==> config.mk <==
export PLATFORM = sky130hd
export DESIGN_NAME = ex_mem_stage
export DESIGN_NICKNAME = d
export VERILOG_FILES = /design/src/rtl/ex_mem_stage.sv
export SDC_FILE = /design/constraint.sdc
export NUM_CORES = 1
export LEC_CHECK = 0
export CAP_MARGIN = 20
export CORE_ASPECT_RATIO = 1.4
export CORE_MARGIN = 10
export CORE_UTILIZATION = 30
export DETAILED_ROUTE_END_ITERATION = 6
export GPL_ROUTABILITY_DRIVEN = 0
export PLACE_DENSITY = 0.61
export SYNTH_ARGS = -nofsm -noshare
export SYNTH_HDL_FRONTEND = slang
export SYNTH_SLANG_ARGS = --single-unit
==> constraint.sdc <==
create_clock -name clk -period 7.8 [get_ports clk]
set_input_delay 1.17 -clock clk [delete_from_list [all_inputs] [get_ports clk]]
set_output_delay 1.17 -clock clk [all_outputs]
set_load 0.005 [all_outputs]
==> src/rtl/ex_mem_stage.sv <==
// RV32 execute stage: operand forwarding, ALU, and the EX/MEM register (1 cycle EX->M).
// No valid/ready handshake: the hazard unit holds the register with StallM and bubbles it with FlushM.
module ex_mem_stage #(
  parameter int WIDTH = 32
) (
  input  logic             clk,
  input  logic             reset,
  input  logic             StallM,
  input  logic             FlushM,
  input  logic             ValidE,
  input  logic [2:0]       ALUControlE,
  input  logic             ALUSrcE,
  input  logic [1:0]       ForwardAE,
  input  logic [1:0]       ForwardBE,
  input  logic [WIDTH-1:0] RD1E,
  input  logic [WIDTH-1:0] RD2E,
  input  logic [WIDTH-1:0] ImmExtE,
  input  logic [WIDTH-1:0] ResultW,
  input  logic [4:0]       RdE,
  input  logic             RegWriteE,
  input  logic             MemWriteE,
  input  logic [1:0]       ResultSrcE,
  output logic             ZeroE,
  output logic [WIDTH-1:0] ALUResultM,
  output logic [WIDTH-1:0] WriteDataM,
  output logic [4:0]       RdM,
  output logic             RegWriteM,
  output logic             MemWriteM,
  output logic [1:0]       ResultSrcM,
  output logic             ValidM
);

  logic [WIDTH-1:0] src_a, fwd_b, src_b, diff, alu_result;
  logic             ovf;

  logic [WIDTH-1:0] alu_result_d, alu_result_q;
  logic [WIDTH-1:0] write_data_d, write_data_q;
  logic [4:0]       rd_d, rd_q;
  logic             reg_write_d, reg_write_q;
  logic             mem_write_d, mem_write_q;
  logic [1:0]       result_src_d, result_src_q;
  logic             valid_d, valid_q;

  // Code 11 is reserved and falls back to the register-file value.
  always_comb begin
    case (ForwardAE)
      2'b01:   src_a = ResultW;
      2'b10:   src_a = alu_result_q;
      default: src_a = RD1E;
    endcase
    case (ForwardBE)
      2'b01:   fwd_b = ResultW;
      2'b10:   fwd_b = alu_result_q;
      default: fwd_b = RD2E;
    endcase
    src_b = ALUSrcE ? ImmExtE : fwd_b;
  end

  // slt corrects the difference sign with the signed-overflow bit so extremes compare correctly.
  always_comb begin
    diff       = src_a - src_b;
    ovf        = (src_a[WIDTH-1] ^ src_b[WIDTH-1]) & (diff[WIDTH-1] ^ src_a[WIDTH-1]);
    alu_result = '0;
    case (ALUControlE)
      3'b000:  alu_result = src_a + src_b;
      3'b001:  alu_result = diff;
      3'b010:  alu_result = src_a & src_b;
      3'b011:  alu_result = src_a | src_b;
      3'b101:  alu_result = {{(WIDTH-1){1'b0}}, diff[WIDTH-1] ^ ovf};
      default: alu_result = '0;
    endcase
  end

  assign ZeroE = (alu_result == '0);

  always_comb begin
    alu_result_d = alu_result_q;
    write_data_d = write_data_q;
    rd_d         = rd_q;
    reg_write_d  = reg_write_q;
    mem_write_d  = mem_write_q;
    result_src_d = result_src_q;
    valid_d      = valid_q;
    if (FlushM) begin
      alu_result_d = '0;
      write_data_d = '0;
      rd_d         = '0;
      reg_write_d  = 1'b0;
      mem_write_d  = 1'b0;
      result_src_d = '0;
      valid_d      = 1'b0;
    end else if (!StallM) begin
      alu_result_d = alu_result;
      write_data_d = fwd_b;
      rd_d         = RdE;
      reg_write_d  = RegWriteE & ValidE;
      mem_write_d  = MemWriteE & ValidE;
      result_src_d = ResultSrcE;
      valid_d      = ValidE;
    end
  end

  always_ff @(posedge clk or posedge reset) begin
    if (reset) begin
      alu_result_q <= '0;
      write_data_q <= '0;
      rd_q         <= '0;
      reg_write_q  <= 1'b0;
      mem_write_q  <= 1'b0;
      result_src_q <= '0;
      valid_q      <= 1'b0;
    end else begin
      alu_result_q <= alu_result_d;
      write_data_q <= write_data_d;
      rd_q         <= rd_d;
      reg_write_q  <= reg_write_d;
      mem_write_q  <= mem_write_d;
      result_src_q <= result_src_d;
      valid_q      <= valid_d;
    end
  end

  assign ALUResultM = alu_result_q;
  assign WriteDataM = write_data_q;
  assign RdM        = rd_q;
  assign RegWriteM  = reg_write_q;
  assign MemWriteM  = mem_write_q;
  assign ResultSrcM = result_src_q;
  assign ValidM     = valid_q;

endmodule

After elaboration in Yosys (flattened, before gate mapping). Cells that the tools add are included.

Register bits: 74. Word-level logic and storage cells: 46. Output and inout bits: 75.

Bitwise operators: 8. Mux-type cells: 18. Reductions and logical operators: 2. Add/subtract/negate cells: 2. Equal/unequal tests: 9.

Operators by type and width (count): two-way mux 32 bit (5); one-hot mux 32 bit (5 select lines) (1); one-hot mux 32 bit (2 select lines) (2); adder 32 bit (1); AND 32 bit (1); logical NOT 32 bit (1); OR 32 bit (1); subtractor 32 bit (1); two-way mux 5 bit (2); equality test 3 x 2 -> 1 bit, second input constant (2); two-way mux 1 bit (6); equality test 2 x 1 -> 1 bit, second input constant (2); equality test 2 bit, second input constant (2); two-way mux 2 bit (2); AND 1 bit (3); equality test 3 x 1 -> 1 bit, second input constant (1); equality test 3 bit, second input constant (1); logical NOT 3 bit (1); XOR 1 bit (3); inequality test 2 x 1 -> 1 bit, second input constant (1).

Longest topological paths before layout.
Depth after elaboration: 10. Mapped depth: 30. Gate-level depth less buffers: 29.

Worst setup path after synthesis. OpenSTA, ideal clock, no wires.

Path type: input to output. Start point: in ForwardBE[0]. End point: out ZeroE. Arrival: 6.288 ns. Setup slack: 0.342 ns. Stages: 28. Buffers on the path: 2. Cells stage by stage: inv_1 -> ha_1 -> clkbuf_1 -> clkbuf_1 -> a21oi_1 -> o21ai_0 -> ha_1 -> o21ba_1 -> a2111o_1 -> a32oi_2 -> a211oi_2 -> o21a_1 -> o21ai_0 -> a21oi_1 -> o21bai_1 -> a21oi_1 -> o21ai_0 -> a21oi_1 -> fa_1 -> nand4b_1 -> nand3_1 -> nor3_1 -> o2111ai_1 -> nor4_1 -> nand4_1 -> nor4_1 -> nand4_1 -> nor4_2.

Word-level cells in the longest chain between the ends: 9.

RTL lines: start, declared (line 14) `input logic [1:0] ForwardBE,`; equality test 2 bit or equality test 2 x 1 -> 1 bit (tied branches) (line 51) `case (ForwardBE)`; one-hot mux 32 bit (2 select lines) * (line 51); two-way mux 32 bit * (line 56) `src_b = ALUSrcE ? ImmExtE : fwd_b;`; subtractor 32 bit (line 61) `diff = src_a - src_b;`; XOR 1 bit (line 62) `ovf = (src_a[WIDTH-1] ^ src_b[WIDTH-1]) & (diff[WIDTH-1] ^ src_a[WIDTH-1]);`; AND 1 bit (line 62); XOR 1 bit (line 69) `3'b101: alu_result = {{(WIDTH-1){1'b0}}, diff[WIDTH-1] ^ ovf};`; one-hot mux 32 bit (5 select lines) * (line 64) `case (ALUControlE)`; logical NOT 32 bit * (line 74) `assign ZeroE = (alu_result == '0);`; end, declared (line 23) `output logic ZeroE,`.

Every way passes the cells marked *; elsewhere a longest branch is shown, timed or not.

Final worst setup path. Same ends and word-level chain as after synthesis.

==> run_results.csv <==
group,metric,value,unit
floorplanning,start_util,30.3,%
worst_setup_path,worst-path-stages,31,
worst_setup_path,crit_path_max_incr_delay,470,ps
clocking,htreeDepth,3,
synth,syn_area,9530,sq um
timing,grt_setup_unrepaired,"true",
worst_setup_path,path_delay_family,"compound AO/OA/AOI/OAI gates",
routing,drc,0,
timing,max_freq,127,MHz
worst_setup_path,path_common_cell,"a21oi_2",
timing,layout_setup_ws,-81.1,ps
routing,vias,11900,
place,port_buffers,224,
floorplanning,fp.dieArea,39400,sq um
clocking,insertion_delay,350,ps
global_routing,gr-total-overflow,0,
synth,synth_warnings,0,
routing,ant_nets,0,
worst_setup_path,arrival,6710,ps
worst_setup_path,critical_path_peak_fanout,7,
synth,synth_top_cell_by_area,"dfrtp_1",
synth,yosysTopAreaCellShare,19.4,%
outcome,failed_checks,"setup timing",
worst_setup_path,ff2ff_setup_slack,3040,ps
global_routing,antenna_found_initial,0,
worst_setup_path,r2r.worst_path.cells,24,
worst_setup_path,cp.required,6630,ps
routing,drtIter0Drc,990,
worst_setup_path,cp_slowest_cell,"a2111o_1",
timing,drv_slew,0,
worst_setup_path,path_class,"in -> out",
worst_setup_path,worst-path-buf-inv,5,
final_layout,drive_gt1_share,23.9,%
pwr,p_per_area,145,nW/um^2
floorplanning,die_x,171,microns
clocking,clock_sinks,74,
timing,clock-skew-final,5.99,ps
global_routing,grtUsageTotal,21.2,%
clocking,cts_buffer_depth,2,
worst_setup_path,reg2reg_from,"ALUResultM[0]",
worst_setup_path,startpoint_type,"primary input",
synth,synthTopCellsByCount,"nor2_1, a21oi_1, nand2_1, ha_1, inv_1",
final_layout,final_nets,2080,
min_path,hold_depth,2,
clocking,numCtsBuffers,9,
final_layout,fin_area,14800,sq um
synth,synth_edf_count,0,
clocking,cts-root-buf,"clkbuf_16",
synth,synthDistinctLibCells,78,
global_routing,grt_pass1_vias,11800,
worst_setup_path,reg2reg_to,"ALUResultM[24]",
synth,synth-main-ff-cell,"dfrtp_1",
synth,ys_ff_latch,74,
global_routing,grt_pass1_wl,66200,microns
floorplanning,num_rows,77,
synth,synth_nets,1609,
routing,avgViaCountPerCell,5.37,
timing,slew_headroom,29.7,%
floorplanning,ios,225,
clocking,clk_pin_slew,50,ps
timing,worstMarginPinSlew,1050,ps
pwr,p_total,2150,uW
timing,timing.final.hold_violations,0,
worst_setup_path,end_kind,"output port",
timing,period_needed,7880,ps
timing,fin_crit_sh,101,%
synth,yosysSeqAreaShare,19.4,%
min_path,min_to,"WriteDataM[23]",
routing,wl_per_cell,19.5,microns
place,dp_hpwl,35000,microns
synth,synth_area_leaders,"dfrtp_1, ha_1, a21oi_1, nor2_1, a22oi_1",
routing,wirelength,43200,microns
synth,async_flop_share,100,%
clocking,cts_tree,"yes",
final_layout,fill_cells,2993,
routing,drtPass1Iterations,5,
global_routing,grt_max_degree,82,
outcome,status,"finished, violations left",
timing,setup_violations,1,
pwr,p_leak,0.00670,uW
synth,synth_most_common_cell,"nor2_1",
synth,postSynthCellCount,1346,
run,max_cap_viol_count,0,
min_path,hold_class,"reg -> reg",
place,place_area,14100,sq um
final_layout,syn_to_final_growth,55.6,%
timing,setup_tns,-81.1,ps
pwr,peakVddDrop,137,uV
floorplanning,die_h,231,microns
floorplanning,coreArea,31500,sq um
min_path,worstHoldStart,"WriteDataM[23]",
synth,syn_avg_cell_area,7.08,sq um
worst max-delay path by stage:
stage               endpoint  slack [ps]         start
floorplan              ZeroE         340  ForwardBE[0]
global placement       ZeroE       -1210  ForwardBE[1]
detailed placement     ZeroE       -1280  ForwardBE[0]
CTS                    ZeroE           2  ForwardAE[1]
global route           ZeroE        -260  ForwardBE[0]
finish                 ZeroE         -80  ForwardBE[0]
flip-flops by register name (all words and copies together) (netlist names):
register and flops:
RegWriteM 1, WriteDataM 32, MemWriteM 1, ALUResultM 32, ValidM 1, ResultSrcM 2
RdM 5
placed cells by master, fill, tap and decap left out, types with 13 or more instances in the layout:
| cell | count |
|---|---|
| a21oi_1 | 139 |
| a21oi_2 | 19 |
| a22oi_1 | 63 |
| buf_4 | 326 |
| clkdlybuf4s50_1 | 212 |
| dfrtp_1 | 74 |
| ha_1 | 103 |
| inv_1 | 100 |
| mux2i_1 | 19 |
| nand2_1 | 132 |
| nand4_1 | 13 |
| nor2_1 | 205 |
| nor2b_1 | 13 |
| nor3_1 | 23 |
| o211ai_1 | 17 |
| o21a_1 | 19 |
| o21ai_0 | 78 |
| o21ai_1 | 17 |
| xnor2_1 | 23 |
timing repair:
item | in CTS | in global routing
setup endpoints to repair | 1 | 1
pin swaps | 30 | 36
buffers inserted | 7 | 11
hold buffers | 0 | 0
gates resized for setup | 84 | 41
logic make-up after synthesis:
| logic type | share of synthesized area [%] |
|---|---|
| xor+xnor | 2.20 |
| flops | 19.4 |
| mux | 2.23 |
| fa+ha+maj | 15.1 |
| buf+inv | 9.21 |
| compound gates | 32.2 |
| simple gates | 19.6 |
per-layer routing:
layer | wire, microns | up-vias | track usage [%]
met3 | 2800 | 86 | 3.95
met2 | 20800 | 475 | 35.0
met5 | 0 | - | 0
li1 | - | 5687 | -
met1 | 17700 | 5644 | 26.0
met4 | 1820 | 0 | 10.1
cell type report:
class,instances,area (sq um),share of cell area [%]
repair buffers,554,4730,31.9
multi-input cells,1071,7090,47.8
clock buffers,11,243,1.64
inverters,107,408,2.75
diodes,1,2.50,0.0169
flip-flops and latches,74,1850,12.5
clock inverters,3,17.5,0.118
well taps,395,494,3.33
stage by stage:
step                      hold WS [ps]  std cells  util (%)  setup slack [ps]
final                              511       2216      47.1             -81.1
after global routing               551       2215      47.1              -260
after CTS                          521       2204      46.4              1.75
after detailed placement           508       2184      44.9             -1280
after global placement             495       2184      44.9             -1210
after floorplan                    504       1346         -               342
worst min-delay path: stages, from the launching register on:
cell	delay [ps]
dfrtp_1	330
a21oi_1	60
nor2_1	80
report_power, final:
| group | switching [uW] | internal, uW | total [uW] |
|---|---|---|---|
| combinational | 689 | 654 | 1340 |
| sequential | 24.0 | 408 | 432 |
| clock | 159 | 219 | 378 |
(Power assumes the default switching activity.)
